### src/rtl/div_32by16_signed.sv
// Sequential 32-by-16 signed divider: restoring radix-2 on magnitudes, one quotient
// bit per clock, sign correction and signed-overflow detection in the final state.
module div_32by16_signed (
    input  logic        clk,
    input  logic        rst,
    input  logic        load,
    input  logic [31:0] dvd,
    input  logic [15:0] dvs,
    output logic [15:0] quot,
    output logic [15:0] rem,
    output logic        ovf,
    output logic        busy,
    output logic        done
);

    localparam logic [1:0] S_IDLE  = 2'd0;
    localparam logic [1:0] S_CHECK = 2'd1;
    localparam logic [1:0] S_ITER  = 2'd2;
    localparam logic [1:0] S_FIN   = 2'd3;

    logic [1:0]  state_q, state_d;
    logic        sq_q, sq_d;
    logic        sr_q, sr_d;
    logic        err_q, err_d;
    logic [31:0] ad_q, ad_d;
    logic [15:0] av_q, av_d;
    logic [15:0] prem_q, prem_d;
    logic [15:0] uq_q, uq_d;
    logic [3:0]  cnt_q, cnt_d;
    logic [15:0] quot_q, quot_d;
    logic [15:0] rem_q, rem_d;
    logic        ovf_q, ovf_d;
    logic        done_q, done_d;

    // The remainder stays below av (<= 0x8000), so 16 bits hold it between
    // iterations; the 17-bit working value only exists during the trial subtract.
    logic [16:0] shifted;
    logic [16:0] trial;
    logic        fin_ovf;

    always_comb begin
        shifted = {prem_q, ad_q[4'd15 - cnt_q]};
        trial   = shifted - {1'b0, av_q};
        fin_ovf = err_q | (~sq_q & uq_q[15]) | (sq_q & (uq_q > 16'h8000));
    end

    always_comb begin
        state_d = state_q;
        sq_d    = sq_q;
        sr_d    = sr_q;
        err_d   = err_q;
        ad_d    = ad_q;
        av_d    = av_q;
        prem_d  = prem_q;
        uq_d    = uq_q;
        cnt_d   = cnt_q;
        quot_d  = quot_q;
        rem_d   = rem_q;
        ovf_d   = ovf_q;
        done_d  = 1'b0;

        case (state_q)
            S_IDLE: begin
                if (load) begin
                    sq_d    = dvd[31] ^ dvs[15];
                    sr_d    = dvd[31];
                    ad_d    = dvd[31] ? -dvd : dvd;
                    av_d    = dvs[15] ? -dvs : dvs;
                    state_d = S_CHECK;
                end
            end
            S_CHECK: begin
                if ((av_q == 16'd0) || (ad_q[31:16] >= av_q)) begin
                    err_d   = 1'b1;
                    state_d = S_FIN;
                end else begin
                    err_d   = 1'b0;
                    prem_d  = ad_q[31:16];
                    uq_d    = '0;
                    cnt_d   = '0;
                    state_d = S_ITER;
                end
            end
            S_ITER: begin
                // trial[16] set means the subtraction went negative: restore.
                prem_d = trial[16] ? shifted[15:0] : trial[15:0];
                uq_d   = {uq_q[14:0], ~trial[16]};
                cnt_d  = cnt_q + 4'd1;
                if (cnt_q == 4'd15) begin
                    state_d = S_FIN;
                end
            end
            default: begin
                if (fin_ovf) begin
                    quot_d = '0;
                    rem_d  = '0;
                end else begin
                    quot_d = sq_q ? -uq_q : uq_q;
                    rem_d  = sr_q ? -prem_q : prem_q;
                end
                ovf_d   = fin_ovf;
                done_d  = 1'b1;
                state_d = S_IDLE;
            end
        endcase
    end

    always_ff @(posedge clk or posedge rst) begin
        if (rst) begin
            state_q <= S_IDLE;
            sq_q    <= 1'b0;
            sr_q    <= 1'b0;
            err_q   <= 1'b0;
            ad_q    <= '0;
            av_q    <= '0;
            prem_q  <= '0;
            uq_q    <= '0;
            cnt_q   <= '0;
            quot_q  <= '0;
            rem_q   <= '0;
            ovf_q   <= 1'b0;
            done_q  <= 1'b0;
        end else begin
            state_q <= state_d;
            sq_q    <= sq_d;
            sr_q    <= sr_d;
            err_q   <= err_d;
            ad_q    <= ad_d;
            av_q    <= av_d;
            prem_q  <= prem_d;
            uq_q    <= uq_d;
            cnt_q   <= cnt_d;
            quot_q  <= quot_d;
            rem_q   <= rem_d;
            ovf_q   <= ovf_d;
            done_q  <= done_d;
        end
    end

    assign quot = quot_q;
    assign rem  = rem_q;
    assign ovf  = ovf_q;
    assign done = done_q;
    assign busy = (state_q != S_IDLE);

endmodule

### config.mk
export PLATFORM = sky130hd
export DESIGN_NAME = div_32by16_signed
export DESIGN_NICKNAME = d
export VERILOG_FILES = /design/src/rtl/div_32by16_signed.sv
export SDC_FILE = /design/constraint.sdc
export NUM_CORES = 1
export LEC_CHECK = 0
export BUFFER_PORTS_ARGS = -buffer_cell sky130_fd_sc_hd__buf_2
export CAP_MARGIN = 20
export CORE_MARGIN = 10
export CORE_UTILIZATION = 58
export DETAILED_ROUTE_END_ITERATION = 7
export PLACE_DENSITY_LB_ADDON = 0.25
export SKIP_CTS_REPAIR_TIMING = 1
export SYNTH_ARGS = -nofsm -noshare
export SYNTH_HDL_FRONTEND = slang
export SYNTH_SLANG_ARGS = --single-unit
export TNS_END_PERCENT = 30
### constraint.sdc
create_clock -name clk -period 6.32 [get_ports clk]
set_clock_uncertainty 0.2 [all_clocks]
set_input_delay 1.264 -clock clk [delete_from_list [all_inputs] [get_ports clk]]
set_output_delay 1.264 -clock clk [all_outputs]
set_load 0.005 [all_outputs]
Yosys cells after proc, flatten, opt, wreduce, memory -nomap -nowiden:

Index checks and enable logic that the tools add are counted.

* $add $sub $neg: 7
* order comparisons: 3
* equality and inequality tests: 6
* muxes and demuxes: 21
* bitwise gates (word level): 7
* reduce and logical (&&, ||, !) cells: 9

Operators by type and width (number)
* 16-bit two-way mux: 8
* 16-bit one-hot mux with 2 select lines: 2
* 16-bit negator: 3
* 32-bit two-way mux: 1
* 32-bit negator: 1
* 17-bit by 16-bit subtractor with 17-bit output: 1
* 16-bit >= comparator: 1
* 16-bit greater-than comparator, second input constant: 1
* 16-bit zero test: 1
* 4-bit one-hot mux with 2 select lines: 1
* 4-bit by 6-bit < comparator with 1-bit output, second input constant: 1
* 2-bit inequality test, second input constant: 3
* 2-bit one-hot mux with 3 select lines: 1
* 2-bit AND reduction: 3
* 4-bit by 1-bit adder with 4-bit output, second input constant: 1
* 1-bit binary-select mux with 4-bit select: 1
* 4-bit == test, second input constant: 1
* 1-bit two-way mux: 4
* 2-bit two-way mux: 2
* 4-bit two-way mux: 1
* 2-bit nonzero test: 2
* 4-bit subtractor, first input constant: 1
* 3-bit OR reduction: 1
* 1-bit bitwise AND: 2
* 7 further kinds: 9

* flip-flop bits (word level): 123
* bits of input ports: 51
* output and inout bits: 35

Logic depth before layout (Yosys ltp):

Gate-level depths: netlist of run 1.

* depth after elaboration: 6
* mapped depth: 15

Worst setup path before layout of run 1:

No wires, ideal clock.

* kind: reg-to-reg
* start point: register cnt_q[0]
* end point: register prem_q[2]
* library setup time: 0.142 ns
* data arrival time: 3.987 ns
* required time: 5.978 ns
* setup slack: 1.991 ns
* stages on the path, launching flop included: 16
* clock period less this slack: 4.329 ns
* path through: dfrtp_1 clkbuf_1 mux4_2 mux4_2 inv_1 ha_1 fa_1 nor2b_1 o31a_1 nand2b_1 a31oi_1 a31oi_1 xor2_1 buf_4 mux2i_1 o221ai_1

* longest elaborated chain between the ends: 6

RTL lines
* from (decl): line 29 `logic [3:0] cnt_q, cnt_d;`
* from (signal assigned): line 132 `cnt_q <= cnt_d;`
* 4-bit subtractor: line 42 `shifted = {prem_q, ad_q[4'd15 - cnt_q]};`
* 1-bit binary-select mux with 4-bit select: line 42
* 1-bit two-way mux (not written as such): line 42
* 17-bit by 16-bit subtractor with 17-bit output: line 43 `trial = shifted - {1'b0, av_q};`
* 16-bit two-way mux: line 86 `prem_d = trial[16] ? shifted[15:0] : trial[15:0];`
* 16-bit one-hot mux with 2 select lines: line 62 `case (state_q)`
* to (signal assigned): line 130 `prem_q <= prem_d;`
* to (decl): line 27 `logic [15:0] prem_q, prem_d;`

Every way passes these cells. The select of a mux whose other input is x is not followed.
A chain may end at the register's enable or synchronous reset.

Final worst setup path of run 1:

* start point: register cnt_q[0]
* end point: register prem_q[1]

The elaborated chain is that of the path after synthesis.

==> reports/qor.yml, run 1 <==
logic_synthesis:
  syn-num-nets: 938
  syn_area_per_cell_sq_um: 8.95
  synth_edf_count: 0
  yosysSeqAreaShare_pct: 40.7
  synthesis.area_sq_um: 7560
  syn_inst: 845
  ys_types: 53
  async_flop_share_pct: 100
  ys_warn_count: 0
  ys_ff_latch: 123
  synthFlopType: "dfrtp_1"
critical_path:
  cp_max_fo: 15
  critical_path_required_ps: 6430
  crit_path_end_kind: "flip-flop"
  path_class: "reg2reg"
  cp-start-kind: "flip-flop"
  worstPathArrival_ps: 4420
  rr_worst_depth: 14
hold_path:
  whs_path_depth: 2
  hold_path.class: "reg2reg"
clock_tree:
  insertion_delay_ps: 410
  numCtsBuffers: 17
  h-tree-depth: 4
  clkTransAtPathRegs_ps: 60
  cts_tree: "done"
  cts_max_path_buffers: 2
  cts-root-buf: "clkbuf_16"
  cts_sinks: 123
pwr:
  peakVddDrop_mv: 0.247
  p_per_area_nw_per_um2: 545
  leakage_nw: 4.05
floorplanning:
  num_rows: 41
  die_x_microns: 134
  die-area_sq_um: 18000
  coreArea_sq_um: 12700
  io_pins: 86
  fp.dieH_microns: 134
  start_util_pct: 59.5
sta:
  setup_tns_ps: 0
  rsz0062_at_grt: "false"
  setup-violations-final: 0
  worst_pin_slew_ps: 936
  period_needed_ps: 4310
  max_freq_mhz: 232
  drv_slew: 0
  timing.final.crit_share_pct: 68.2
  slew_headroom_pct: 37.6
  hold_violations: 0
final_layout:
  layout.nets: 1010
  fin_cells: 1102
  fin_util_pct: 68.3
  syn_to_final_growth_pct: 14.9
  n_fill_cell: 1088
  drive_above_1_share_pct: 15.3
  final_cell_mix: "156 x nand2_1, 123 x dfrtp_1, 89 x o21ai_0"
  num_antenna_cells: 0
  final_common_cell: "nand2_1"
placement:
  dp.final_hpwl_microns: 12800
  routabilityCongestion: 0.920
  numPortBuffers: 85
  place_inst: 1070
global_route:
  antenna_found_initial: 0
  grt_max_degree: 97
  grt_overflow_total: 0
  grtUsageTotal_pct: 20.0
  grt_pass1_vias: 6112
  grt_pass1_wl_microns: 30000
detailed_routing:
  vias_per_cell: 5.59
  postRouteAntennaNets: 0
  post_drt_wl_per_cell_microns: 15.6
  drc: 0
  firstDrtPassIters: 5
  routed_wl_microns: 17200
  drt_iter0_drc: 321
  vias: 6164
job:
  maxCapViolations: 0
outcome:
  status: "finished, final reports clean"
==> worst max-delay path: stages (launching register included) <==
cell      delay [ps]
dfrtp_1          540
mux4_2           550
mux4_2           500
inv_1             90
ha_1             190
fa_1             210
nor2b_1           70
o31a_1           260
nand2b_1         160
a31oi_1          290
a31oi_1          190
xor2_1           160
buf_4            280
mux2_2           370
o211ai_1         150
==> state kept, by name, indices dropped and copies added, names as in the netlist <==
register,count
err_q,1
ovf,1
ad_q,32
sq_q,1
done,1
prem_q,16
state_q,2
av_q,16
quot,16
cnt_q,4
rem,16
uq_q,16
sr_q,1
==> synth_stat cells, types with 5 or more instances <==
master / number / area, sq um
a21oi_1: 16 / 80.1
clkbuf_1: 35 / 131
dfrtp_1: 123 / 3080
ha_1: 41 / 513
inv_1: 62 / 233
mux2i_1: 17 / 170
mux4_2: 5 / 113
nand2_1: 157 / 589
nand3_1: 10 / 50.1
nand4_1: 5 / 31.3
nor2_1: 20 / 75.1
nor2b_1: 8 / 50.1
nor3_1: 7 / 35.0
nor4_1: 5 / 31.3
o211ai_1: 6 / 45.0
o21a_1: 5 / 37.5
o21ai_0: 89 / 445
o221ai_1: 11 / 96.3
o22ai_1: 33 / 206
o31ai_1: 25 / 188
o41ai_1: 6 / 52.6
or3_1: 18 / 113
or4_1: 6 / 45.0
xnor2_1: 17 / 149
xor2_1: 68 / 596
==> cells by family after synthesis <==
group / share of synthesized area (%)
adder cells (fa/ha/maj): 7.05
AO/OA/AOI/OAI: 17.7
buffers and inverters: 5.06
AND/OR/NAND/NOR: 15.3
XOR/XNOR: 9.84
flip-flops: 40.7
multiplexers: 4.33
==> worst paths after layout <==
kind / from / end / slack [ps]
max in group asynchronous: rst / rem[15] / 3960
min in group asynchronous: rst / ad_q[6] / 880
min: ad_q[1] / ad_q[1] / 280
max reg2reg: cnt_q[0] / prem_q[1] / 2010
max: cnt_q[0] / prem_q[1] / 2010
min reg2reg: ad_q[1] / ad_q[1] / 280
==> cell type report <==
type                            count  area, sq um  area share [%]
Clock buffer                       19          443            5.09
Clock inverter                     13          143            1.64
Inverter                           63          239            2.75
Sequential cell                   123         3080            35.4
Tap cell                          172          215            2.48
Multi-Input combinational cell    621         4110            47.2
Timing Repair Buffer               91          470            5.41
==> layer usage <==
layer	track usage [%]	wire length, microns
met1	27.8	8240
met3	5.23	1120
met5	0	0
met2	29.9	7560
met4	5.93	270
==> metrics by stage <==
| stage | setup WS, ps | hold WS (ps) | instance area (sq um) | total power, mW |
|---|---|---|---|---|
| floorplan | 1590 | 245 | 7560 | 3.18 |
| global placement | 2100 | 259 | 8110 | 3.70 |
| detailed placement | 2050 | 268 | 8110 | 3.75 |
| CTS | 2020 | 281 | 8690 | 4.74 |
| global route | 1660 | 312 | 8690 | 5.18 |
| finish | 2010 | 275 | 8690 | 4.74 |
==> power by group <==
group,internal [mW],switching (mW)
sequential,1.09,0.310
combinational,1.02,1.37
clock,0.592,0.356
total,2.70,2.03
Note: power is estimated with default switching activity, not from simulation.
==> run 2: changes to the inputs <==
--- a/config.mk
+++ b/config.mk
@@ -8,7 +8,7 @@
 export BUFFER_PORTS_ARGS = -buffer_cell sky130_fd_sc_hd__buf_2
 export CAP_MARGIN = 20
 export CORE_MARGIN = 10
-export CORE_UTILIZATION = 58
+export CORE_UTILIZATION = 54
 export DETAILED_ROUTE_END_ITERATION = 7
 export PLACE_DENSITY_LB_ADDON = 0.25
 export SKIP_CTS_REPAIR_TIMING = 1
==> constraint.sdc (replaced) <==
create_clock -name clk -period 3.49 [get_ports clk]
set_clock_uncertainty 0.2 [all_clocks]
set_input_delay 0.698 -clock clk [delete_from_list [all_inputs] [get_ports clk]]
set_output_delay 0.698 -clock clk [all_outputs]
set_load 0.005 [all_outputs]
==> reports/qor.yml, run 2 (synthesis results as in run 1) <==
final_layout:
  layout.nets: 1033  # +2.3%
  largest-register: "ad_q"
  final_common_cell: "nand2_1"
  num_antenna_cells: 0  # unchanged
  fin_area_sq_um: 9030  # +3.9%
  largest_register_ffs: 32  # unchanged
  final_cell_mix: "156 x nand2_1, 122 x dfrtp_1, 88 x o21ai_0"
  syn_to_final_growth_pct: 19.4
  drive_above_1_share_pct: 18.5  # +3.2 points
critical_path:
  crit_path_end_kind: "flip-flop"
  startpoint: "cnt_q[0]"
  cp_max_fo: 5  # -10
  worstPathArrival_ps: 4010  # -410 ps
  cp-start-kind: "flip-flop"
  rr_startpoint: "cnt_q[0]"
  r2r-end: "prem_q[0]"
  path_class: "reg2reg"
  rr_worst_depth: 14  # unchanged
  critical_path_required_ps: 3620  # -2810 ps
  r2r_slack_ps: -390  # -2400 ps
job:
  maxCapViolations: 0  # unchanged
detailed_routing:
  drc: 0  # unchanged
  vias: 6265  # +1.6%
  post_drt_wl_per_cell_microns: 15.6  # +0.29%
  drt_iter0_drc: 380  # +18%
  firstDrtPassIters: 5  # unchanged
  postRouteAntennaNets: 0  # unchanged
  vias_per_cell: 5.53  # -1.1%
  routed_wl_microns: 17700  # +3.1%
global_route:
  grtUsageTotal_pct: 18.8  # -1.3 points
  grt_overflow_total: 0  # unchanged
  grt_pass1_wl_microns: 30400  # +1.5%
  grt_max_degree: 124  # +28%
  antenna_found_initial: 0  # unchanged
  grt_pass1_vias: 6160  # +0.79%
sta:
  setup_tns_ps: -5040  # -5040 ps
  max_freq_mhz: 258  # +11%
  drv_slew: 0  # unchanged
  timing.final.crit_share_pct: 111  # +43 points
  slew_headroom_pct: 49.1  # +11 points
  period_needed_ps: 3880  # -428 ps
  layout_setup_ws_ps: -393  # -2400 ps
  hold_violations: 0  # unchanged
  worst_pin_slew_ps: 764  # -172 ps
  setup-violations-final: 17  # +17
  rsz0062_at_grt: "true"
  worst_hold_slack_ps: 177  # -97.7 ps
pwr:
  leakage_nw: 4.18  # +3.3%
  p_per_area_nw_per_um2: 1030  # +88%
  peakVddDrop_mv: 0.463  # +87%
placement:
  routabilityCongestion: 0.909  # -1.2%
  dp.final_hpwl_microns: 13100  # +2.4%
  pre_cts_ws_ps: -481  # -2530 ps
  place_area_sq_um: 8370  # +3.2%
  numPortBuffers: 85  # unchanged
clock_tree:
  cts_max_path_buffers: 2  # unchanged
  numCtsBuffers: 17  # unchanged
  insertion_delay_ps: 420  # about the same
  clkTransAtPathRegs_ps: 50  # about the same
  h-tree-depth: 4  # unchanged
  cts-root-buf: "clkbuf_16"
  cts_tree: "done"
  cts_sinks: 123  # unchanged
floorplanning:
  start_util_pct: 54.7  # -4.8 points
  num_rows: 43  # +4.9%
  die_x_microns: 138  # +3.1%
  coreArea_sq_um: 13800  # +8.7%
  fp.dieH_microns: 138  # +3.1%
  io_pins: 86  # unchanged
  die-area_sq_um: 19100  # +6.3%
outcome:
  violations: "setup timing"
  status: "complete, but fails checks"
hold_path:
  hold_path.class: "in2async"
## run 2: how the worst max path moves through the flow
stage,end,slack [ps],cells after the start
finish,prem_q[0],-390,14
global route,prem_q[11],-490,14
CTS,prem_q[5],-510,14
detailed placement,prem_q[5],-480,14
global placement,prem_q[0],-370,14
floorplan,prem_q[2],-310,15
## run 2: stage by stage
| step | util, % | total power [mW] | cells |
|---|---|---|---|
| final | 65.3 | 9.27 | 1133 |
| after floorplan | - | 5.92 | 845 |
| after global routing | 65.3 | 10.0 | 1133 |
| after global placement | 60.5 | 7.20 | 1097 |
| after CTS | 65.0 | 9.19 | 1129 |
| after detailed placement | 60.5 | 7.34 | 1097 |
## run 2: report_power, final
group          switching [mW]  internal [mW]  total [mW]
sequential              0.547           1.97        2.52
clock                   0.633           1.18        1.81
combinational            2.68           2.27        4.94
## run 2: critical path, stage by stage (launching register included)
cell      delay (ps)
dfrtp_2          440
mux4_2           520
mux4_2           490
inv_2             90
ha_4             140
fa_2             210
nor2b_2           50
o31a_1           250
nand2b_4         160
a31oi_4          250
a31oi_4          140
xnor2_1          180
buf_4            150
mux2_2           340
o221ai_1         160
## run 2: routing by layer
layer	global-route usage, %	vias up	part of all wire, %
met5	0	-	0
met4	6.33	0	1.3
met3	4.42	17	4.5
met2	27.7	129	44
met1	26.4	2945	50
li1	-	3174	-
## run 2: layout make-up
class | count | area [sq um]
fillers | 1177 | 4790
multi-input cells | 621 | 4190
flip-flops and latches | 123 | 3080
repair buffers | 114 | 684
clock buffers | 22 | 474
inverters | 63 | 240
well taps | 180 | 225
clock inverters | 10 | 140
